### config.mk
export PLATFORM = sky130hd
export DESIGN_NAME = uart_baud_gen
export DESIGN_NICKNAME = d
export VERILOG_FILES = /design/src/rtl/uart_pkg.sv /design/src/rtl/uart_frac_div.sv /design/src/rtl/uart_baud_gen.sv
export SDC_FILE = /design/constraint.sdc
export NUM_CORES = 1
export LEC_CHECK = 0
export CORE_MARGIN = 4
export CORE_UTILIZATION = 35
export CTS_CLUSTER_DIAMETER = 30
export CTS_CLUSTER_SIZE = 30
export DETAILED_ROUTE_END_ITERATION = 10
export HOLD_SLACK_MARGIN = 0.03
export MAX_ROUTING_LAYER = met4
export PLACE_DENSITY = 0.58
export SLEW_MARGIN = 10
export SYNTH_ARGS = -nofsm -noshare
export SYNTH_HDL_FRONTEND = slang
export SYNTH_SLANG_ARGS = --single-unit
### constraint.sdc
create_clock -name clkin -period 17.8 [get_ports clkin]
set_clock_uncertainty 0.2 [all_clocks]
set_input_delay 2.67 -clock clkin [delete_from_list [all_inputs] [get_ports clkin]]
set_output_delay 2.67 -clock clkin [all_outputs]
set_load 0.01 [all_outputs]
### src/rtl/uart_pkg.sv
// Shared UART baud constants: preset baud table, custom-select code and divisor math.
// The divisor functions run only at elaboration time.
package uart_pkg;

   localparam logic [2:0]  SEL_CUSTOM  = 3'd7;
   localparam int unsigned NUM_PRESETS = 32'd7;

   localparam int unsigned BAUD_TABLE [NUM_PRESETS] = '{
      32'd9600, 32'd19200, 32'd38400, 32'd57600, 32'd115200, 32'd230400, 32'd921600
   };

   // Remainder of clk/(ovs*baud) rounded to frac_w bits; may round up to 2^frac_w.
   function automatic longint unsigned frac_round(input longint unsigned clk_hz,
                                                  input int unsigned ovs,
                                                  input int unsigned baud,
                                                  input int unsigned frac_w);
      longint unsigned den;
      den = 64'(ovs) * 64'(baud);
      return (((clk_hz % den) << frac_w) + (den / 64'd2)) / den;
   endfunction

   function automatic longint unsigned calc_div_int(input longint unsigned clk_hz,
                                                    input int unsigned ovs,
                                                    input int unsigned baud,
                                                    input int unsigned frac_w);
      longint unsigned q;
      q = clk_hz / (64'(ovs) * 64'(baud));
      if (frac_round(clk_hz, ovs, baud, frac_w) >= (64'd1 << frac_w)) q = q + 64'd1;
      else q = q;
      return q;
   endfunction

   function automatic longint unsigned calc_div_frac(input longint unsigned clk_hz,
                                                     input int unsigned ovs,
                                                     input int unsigned baud,
                                                     input int unsigned frac_w);
      longint unsigned f;
      f = frac_round(clk_hz, ovs, baud, frac_w);
      if (f >= (64'd1 << frac_w)) f = 64'd0;
      else f = f;
      return f;
   endfunction

endpackage

### src/rtl/uart_frac_div.sv
// Oversample period divider: down-counter with optional fractional accumulator.
// Accumulator exists only when UART_BAUDGEN_FRAC_EN is defined.
module uart_frac_div
   import uart_pkg::*;
#(
   parameter int unsigned DIV_W  = 32'd16,
   parameter int unsigned FRAC_W = 32'd4
) (
   input  logic              clkin,
   input  logic              rst_n,
   input  logic              en,
   input  logic              resync,
   input  logic [DIV_W-1:0]  div_int,
   input  logic [FRAC_W-1:0] div_frac,
   output logic              fire
);
   localparam logic [DIV_W-1:0] ONE_C = {{(DIV_W-1){1'b0}}, 1'b1};
   localparam logic [DIV_W-1:0] TWO_C = {{(DIV_W-2){1'b0}}, 2'b10};

   logic [DIV_W-1:0] cnt_r;
   logic             run_r;
   logic             carry_s;

   assign fire = en & run_r & ~resync & (cnt_r == {DIV_W{1'b0}});

`ifdef UART_BAUDGEN_FRAC_EN
   logic [FRAC_W-1:0] acc_r;
   logic [FRAC_W:0]   sum_s;

   assign sum_s   = {1'b0, acc_r} + {1'b0, div_frac};
   assign carry_s = sum_s[FRAC_W];

   // Fractional accumulator, stepped once per oversample tick.
   always_ff @(posedge clkin or negedge rst_n) begin
      if (!rst_n)              acc_r <= {FRAC_W{1'b0}};
      else if (!en || resync)  acc_r <= {FRAC_W{1'b0}};
      else if (fire)           acc_r <= sum_s[FRAC_W-1:0];
      else                     acc_r <= acc_r;
   end
`else
   logic frac_unused_s;
   assign frac_unused_s = ^div_frac;
   assign carry_s       = 1'b0;
`endif

   // Period counter; the first enabled cycle is consumed by the start load, hence div_int-2.
   always_ff @(posedge clkin or negedge rst_n) begin
      if (!rst_n) begin
         cnt_r <= {DIV_W{1'b0}};
         run_r <= 1'b0;
      end else if (!en) begin
         cnt_r <= {DIV_W{1'b0}};
         run_r <= 1'b0;
      end else if (resync) begin
         cnt_r <= div_int - ONE_C;
         run_r <= 1'b1;
      end else if (!run_r) begin
         cnt_r <= div_int - TWO_C;
         run_r <= 1'b1;
      end else if (cnt_r == {DIV_W{1'b0}}) begin
         cnt_r <= div_int - ONE_C + {{(DIV_W-1){1'b0}}, carry_s};
         run_r <= 1'b1;
      end else begin
         cnt_r <= cnt_r - ONE_C;
         run_r <= 1'b1;
      end
   end

endmodule

### src/rtl/uart_baud_gen.sv
// UART baud generator: oversample tick, bit tick and bit phase with latched config.
// Fractional division is compiled in only when UART_BAUDGEN_FRAC_EN is defined.
module uart_baud_gen
   import uart_pkg::*;
#(
   parameter int unsigned CLK_HZ = 32'd100_000_000,
   parameter int unsigned OVS    = 32'd16,
   parameter int unsigned DIV_W  = 32'd16,
   parameter int unsigned FRAC_W = 32'd4
) (
   input  logic                   clkin,
   input  logic                   rst_n,
   input  logic                   en,
   input  logic [2:0]             baud_sel,
   input  logic [DIV_W-1:0]       div_int,
   input  logic [FRAC_W-1:0]      div_frac,
   input  logic                   resync,
   output logic                   os_tick,
   output logic                   baud_tick,
   output logic [$clog2(OVS)-1:0] os_phase
);
   localparam int unsigned      PH_W    = $clog2(OVS);
   localparam logic [PH_W-1:0]  PH_LAST = PH_W'(OVS - 32'd1);
   localparam logic [PH_W-1:0]  PH_HALF = PH_W'(OVS / 32'd2);
   localparam logic [DIV_W-1:0] DIV_MIN = {{(DIV_W-2){1'b0}}, 2'b10};

   logic [2:0]        sel_r, sel_nx_s;
   logic [DIV_W-1:0]  div_int_r, div_int_nx_s, raw_int_s, eff_int_s;
   logic [FRAC_W-1:0] eff_frac_s;
   logic [DIV_W-1:0]  preset_int_s [8];
   logic [PH_W-1:0]   phase_r;
   logic              os_tick_r, baud_tick_r;
   logic              fire_s, bit_end_s, latch_s;

   for (genvar g = 0; g < NUM_PRESETS; g++) begin : g_preset_int
      localparam longint unsigned P_INT = calc_div_int(64'(CLK_HZ), OVS, BAUD_TABLE[g], FRAC_W);
      assign preset_int_s[g] = P_INT[DIV_W-1:0];
   end
   assign preset_int_s[SEL_CUSTOM] = {DIV_W{1'b0}};

   // Config only moves while idle or on a bit boundary, so a running bit keeps its period.
   assign bit_end_s = fire_s & (phase_r == PH_LAST);
   assign latch_s   = ~en | bit_end_s;

   // Effective integer divisor, seen by the counter in the same cycle it is latched.
   always_comb begin
      sel_nx_s     = sel_r;
      div_int_nx_s = div_int_r;
      if (latch_s) begin
         sel_nx_s     = baud_sel;
         div_int_nx_s = div_int;
      end else begin
         sel_nx_s     = sel_r;
         div_int_nx_s = div_int_r;
      end
      if (sel_nx_s == SEL_CUSTOM) raw_int_s = div_int_nx_s;
      else                        raw_int_s = preset_int_s[sel_nx_s];
      if (raw_int_s < DIV_MIN)    eff_int_s = DIV_MIN;
      else                        eff_int_s = raw_int_s;
   end

   // Active integer config register.
   always_ff @(posedge clkin or negedge rst_n) begin
      if (!rst_n) begin
         sel_r     <= 3'd0;
         div_int_r <= {DIV_W{1'b0}};
      end else begin
         sel_r     <= sel_nx_s;
         div_int_r <= div_int_nx_s;
      end
   end

`ifdef UART_BAUDGEN_FRAC_EN
   logic [FRAC_W-1:0] div_frac_r, div_frac_nx_s;
   logic [FRAC_W-1:0] preset_frac_s [8];

   for (genvar g = 0; g < NUM_PRESETS; g++) begin : g_preset_frac
      localparam longint unsigned P_FRAC = calc_div_frac(64'(CLK_HZ), OVS, BAUD_TABLE[g], FRAC_W);
      assign preset_frac_s[g] = P_FRAC[FRAC_W-1:0];
   end
   assign preset_frac_s[SEL_CUSTOM] = {FRAC_W{1'b0}};

   // Effective fractional divisor.
   always_comb begin
      div_frac_nx_s = div_frac_r;
      if (latch_s) div_frac_nx_s = div_frac;
      else         div_frac_nx_s = div_frac_r;
      if (sel_nx_s == SEL_CUSTOM) eff_frac_s = div_frac_nx_s;
      else                        eff_frac_s = preset_frac_s[sel_nx_s];
   end

   // Active fractional config register.
   always_ff @(posedge clkin or negedge rst_n) begin
      if (!rst_n) div_frac_r <= {FRAC_W{1'b0}};
      else        div_frac_r <= div_frac_nx_s;
   end
`else
   logic frac_unused_s;
   assign frac_unused_s = ^div_frac;
   assign eff_frac_s    = {FRAC_W{1'b0}};
`endif

   uart_frac_div #(.DIV_W(DIV_W), .FRAC_W(FRAC_W)) u_frac_div (
      .clkin    (clkin),
      .rst_n    (rst_n),
      .en       (en),
      .resync   (resync),
      .div_int  (eff_int_s),
      .div_frac (eff_frac_s),
      .fire     (fire_s)
   );

   // Bit phase and registered tick outputs; resync drops the coincident tick.
   always_ff @(posedge clkin or negedge rst_n) begin
      if (!rst_n) begin
         phase_r     <= {PH_W{1'b0}};
         os_tick_r   <= 1'b0;
         baud_tick_r <= 1'b0;
      end else if (!en) begin
         phase_r     <= {PH_W{1'b0}};
         os_tick_r   <= 1'b0;
         baud_tick_r <= 1'b0;
      end else if (resync) begin
         phase_r     <= PH_HALF;
         os_tick_r   <= 1'b0;
         baud_tick_r <= 1'b0;
      end else begin
         os_tick_r   <= fire_s;
         baud_tick_r <= bit_end_s;
         if (fire_s) phase_r <= phase_r + {{(PH_W-1){1'b0}}, 1'b1};
         else        phase_r <= phase_r;
      end
   end

   assign os_tick   = os_tick_r;
   assign baud_tick = baud_tick_r;
   assign os_phase  = phase_r;

endmodule
==> results.py <==
metrics = {
    "floorplanning": {
        "fp.coreArea_sq_um": 9950,
        "initial_core_utilization_pct": 36.4,
        "placement_rows": 36,
        "die_h_microns": 110,
        "pin_count": 33,
        "dieArea_sq_um": 12100,
        "fp.dieW_microns": 110,
    },
    "worst_setup_path": {
        "timing.critical_path.fanout_max": 35,
        "slowest_delay_ps": 830,
        "critical_path_arrival_ps": 9590,
        "critPathLaunchType": "input pin",
        "critical_path_buf_inv_count": 2,
        "cp_top_family": "simple AND/OR/NAND/NOR gates",
        "ordered_list_of_cells_on_the_worst_path": "clkdlybuf4s50_1 > buf_4 > and3b_1 > nand4_2 > o21ai_4 > nand2_1 > nand2_1 > ha_1 > and2_1 > a21oi_1 > mux2i_1 > a2111o_1 > nor3_1 > nor2_1 > ha_1 > nor4b_1 > a41oi_1 > or4b_4 > nand3b_4 > xor2_1 > o22a_1 > a21oi_2",
        "crit_required_ps": 17820,
        "timing.critical_path.slowest_stage_cell": "sky130_fd_sc_hd__o21ai_4",
        "timing.setup.critical_path_class": "input pin to flop",
        "endpoint_kind": "flop",
    },
    "cts": {
        "numCtsBuffers": 5,
        "root_buffer": "sky130_fd_sc_hd__clkbuf_8",
        "postCtsSetupBuffers": 0,
        "cts_hold_bufs": 0,
        "clkTransAtPathRegs_ps": 90,
        "clk_latency_ps": 310,
        "tritoncts": "done",
        "clk_path_buf_depth": 2,
        "cts_num_sinks": 42,
        "ctsHtreeMaxLevel": 2,
        "cts.repair.resized": 0,
    },
    "logic_synthesis": {
        "syn_avg_cell_area_sq_um": 7.95,
        "synth_fp_nets": 494,
        "postSynthRegisterBits": 42,
        "synthArstFlopShare_pct": 100,
        "ys_warn_count": 0,
        "synthesis.instances": 456,
        "seq_area_frac_synth_pct": 29.0,
        "synth_enable_flop_cells": 0,
        "synthFlopType": "sky130_fd_sc_hd__dfrtp_1",
        "synth_cell_type_count": 78,
        "synth_area_sq_um": 3630,
    },
    "sta": {
        "period_minus_slack_ps": 9570,
        "min_setup_slack_post_route_ps": 8230,
        "rsz0062_at_grt": "no",
        "final-setup-viol-count": 0,
        "report.final.slew_viol_count": 0,
        "achievable-frequency_mhz": 105,
        "fin_hold_ws_ps": 272,
        "final_hold_viol_count": 0,
        "transition_time_at_the_pin_with_the_least_slew_margin_ps": 1020,
        "relSlewSlack_pct": 31.9,
        "timing.setup.tns_ps": 0,
        "final.period_utilization_pct": 53.7,
    },
    "placement": {
        "detailed_place_hpwl_mm": 7.78,
        "number_of_input_and_output_port_buffers_inserted": 28,
        "detailedPlace.worstSlack_ps": 8040,
        "dp_cells": 599,
        "place.gp.congestion": 0.905,
    },
    "power": {
        "total_switching_power_uw": 117,
        "vdd_drop_max_mv": 0.0373,
        "power_density_nw_per_um2": 74.8,
        "sw_frac_of_total_pct": 38.0,
        "clock_power_share_pct": 25.7,
        "power.combinational.fraction_pct": 37.4,
        "internal_power_uw": 191,
        "cellLeakagePower_nw": 1.72,
        "power.sequential.fraction_pct": 37.0,
    },
    "route": {
        "vias_per_inst": 5.77,
        "vias": 3502,
        "totalWireLength_mm": 10.6,
        "antenna_left": 0,
        "route.detailed.wl_per_inst_microns": 17.5,
        "detail_route.drc_violations": 0,
        "detail_route.iter0.violations": 227,
        "drt_pre_antenna_iters": 5,
    },
    "layout": {
        "utilization_pct": 41.3,
        "syn_to_layout_area_delta_pct": 13.3,
        "layout.cells.most_common_list": "74 x sky130_fd_sc_hd__nand2_1, 44 x sky130_fd_sc_hd__nor2_1, 42 x sky130_fd_sc_hd__dfrtp_1",
        "antenna_cells_inserted": 0,
        "most_frequent_standard_cell_in_the_layout_excluding_fill_and_tap_cells": "sky130_fd_sc_hd__nand2_1",
        "final_layout_size_suffix_gt1_share_pct": 8.23,
        "final_net_count": 511,
        "finish.cell_count_without_fillers": 607,
    },
    "grt": {
        "via_count_of_the_first_global_routing_pass": 3346,
        "maximum_number_of_pins_on_one_net_before_global_route_repair": 43,
        "globalRouteTotalUtil_pct": 19.3,
        "gr-total-overflow": 0,
        "wire_length_of_the_first_global_routing_pass_mm": 17.8,
        "grt_antenna_before_repair": 0,
    },
    "flow_run": {
        "drv.max_cap_violation_count": 0,
    },
    "min_path": {
        "worst_hold_path_type": "flop to flop",
    },
    "outcome": {
        "outcome": "completed",
    },
}
-- routing by layer --
metal | global-route usage, % | part of all wire [%] | vias up | wire length (microns)
met2 | 29.9 | 47 | 113 | 4980
met4 | 6.23 | 2.4 | 0 | 252
li1 | - | - | 1680 | -
met3 | 2.64 | 5.2 | 17 | 552
met5 | - | 0 | - | 0
met1 | 26.0 | 46 | 1692 | 4850
-- power by group through the flow --
| stage | logic, mW | registers (mW) | clock network, mW |
|---|---|---|---|
| after global routing | 0.128 | 0.115 | 0.0852 |
| after detailed placement | 0.113 | 0.115 | 0 |
| after floorplan | 0.0847 | 0.113 | 0 |
| final | 0.115 | 0.114 | 0.0788 |
| after CTS | 0.114 | 0.114 | 0.0812 |
| after global placement | 0.112 | 0.115 | 0 |
-- registers in the layout, indices dropped and copies added (netlist names) --
register and cells:
div_int_r 16, sel_r 3, u_frac_div.run_r 1, baud_tick 1, os_tick 1, os_phase 4
u_frac_div.cnt_r 16
-- final timing paths --
check                                    start              endpoint  slack, ps  cells after the start
setup / recovery                            en  u_frac_div.cnt_r[15]       8230                     22
hold / removal                    div_int_r[1]          div_int_r[1]        270                      2
setup reg to reg           u_frac_div.cnt_r[0]  u_frac_div.cnt_r[15]      10490                     22
hold reg to reg                   div_int_r[1]          div_int_r[1]        270                      2
max in group asynchronous                rst_n   u_frac_div.cnt_r[9]      14420                      1
min in group asynchronous                rst_n   u_frac_div.cnt_r[3]       2340                      1
-- stage by stage --
step / power [mW] / area, sq um
after floorplan: 0.197 / 3630
after global routing: 0.328 / 4110
final: 0.307 / 4110
after CTS: 0.309 / 4110
after global placement: 0.227 / 4000
after detailed placement: 0.229 / 4000
-- tightest hold or removal path, delay by kind of cell, from the launching register on --
family / cells / cell delay (ps)
DFF: 1 / 340
and+or+nand+nor: 2 / 100
-- Yosys cell counts (all sizes together), types with 3 or more instances --
| cell | count | area share [%] |
|---|---|---|
| buf | 4 | 0.86 |
| and3 | 6 | 1.0 |
| a31oi | 7 | 1.2 |
| xnor2 | 18 | 4.3 |
| nand3b | 3 | 0.97 |
| nor2b | 3 | 0.52 |
| nand4b | 3 | 0.72 |
| and2 | 4 | 0.69 |
| ha | 11 | 3.8 |
| nor3b | 4 | 0.83 |
| nor2 | 45 | 5.1 |
| mux2i | 8 | 2.2 |
| nor4 | 4 | 1.5 |
| nand4 | 3 | 0.69 |
| xor2 | 14 | 3.4 |
| o21ai | 31 | 4.6 |
| nand2 | 75 | 8.0 |
| clkbuf | 18 | 1.9 |
| o211ai | 9 | 1.9 |
| o31ai | 3 | 0.62 |
| dfrtp | 42 | 29 |
| inv | 14 | 1.5 |
| nand3 | 13 | 1.9 |
| o311ai | 3 | 0.93 |
| a21oi | 33 | 5.1 |
| nand2b | 4 | 0.69 |
| mux2 | 3 | 0.93 |
| nor3 | 22 | 3.0 |
| o21a | 3 | 0.62 |
| o22ai | 5 | 1.0 |
-- area by class of cell --
class                           instances  area [sq um]
Clock inverter                          3          40.0
Tap cell                              133           166
Multi-Input combinational cell        377          2420
Sequential cell                        42          1050
Fill cell                            1023          5850
Clock buffer                            5          68.8
Timing Repair Buffer                   32           305
Inverter                               15          58.8
-- cell families after synthesis --
family | synth area share [%]
AOI/OAI and AO/OA | 23.4
xor gates and xnor gates | 7.73
adders and majority gates | 3.79
buffers and inverters | 4.35
DFF | 29.0
muxes | 3.76
and+or+nand+nor | 28.0
No activity file was read; power rests on OpenSTA's default activity.
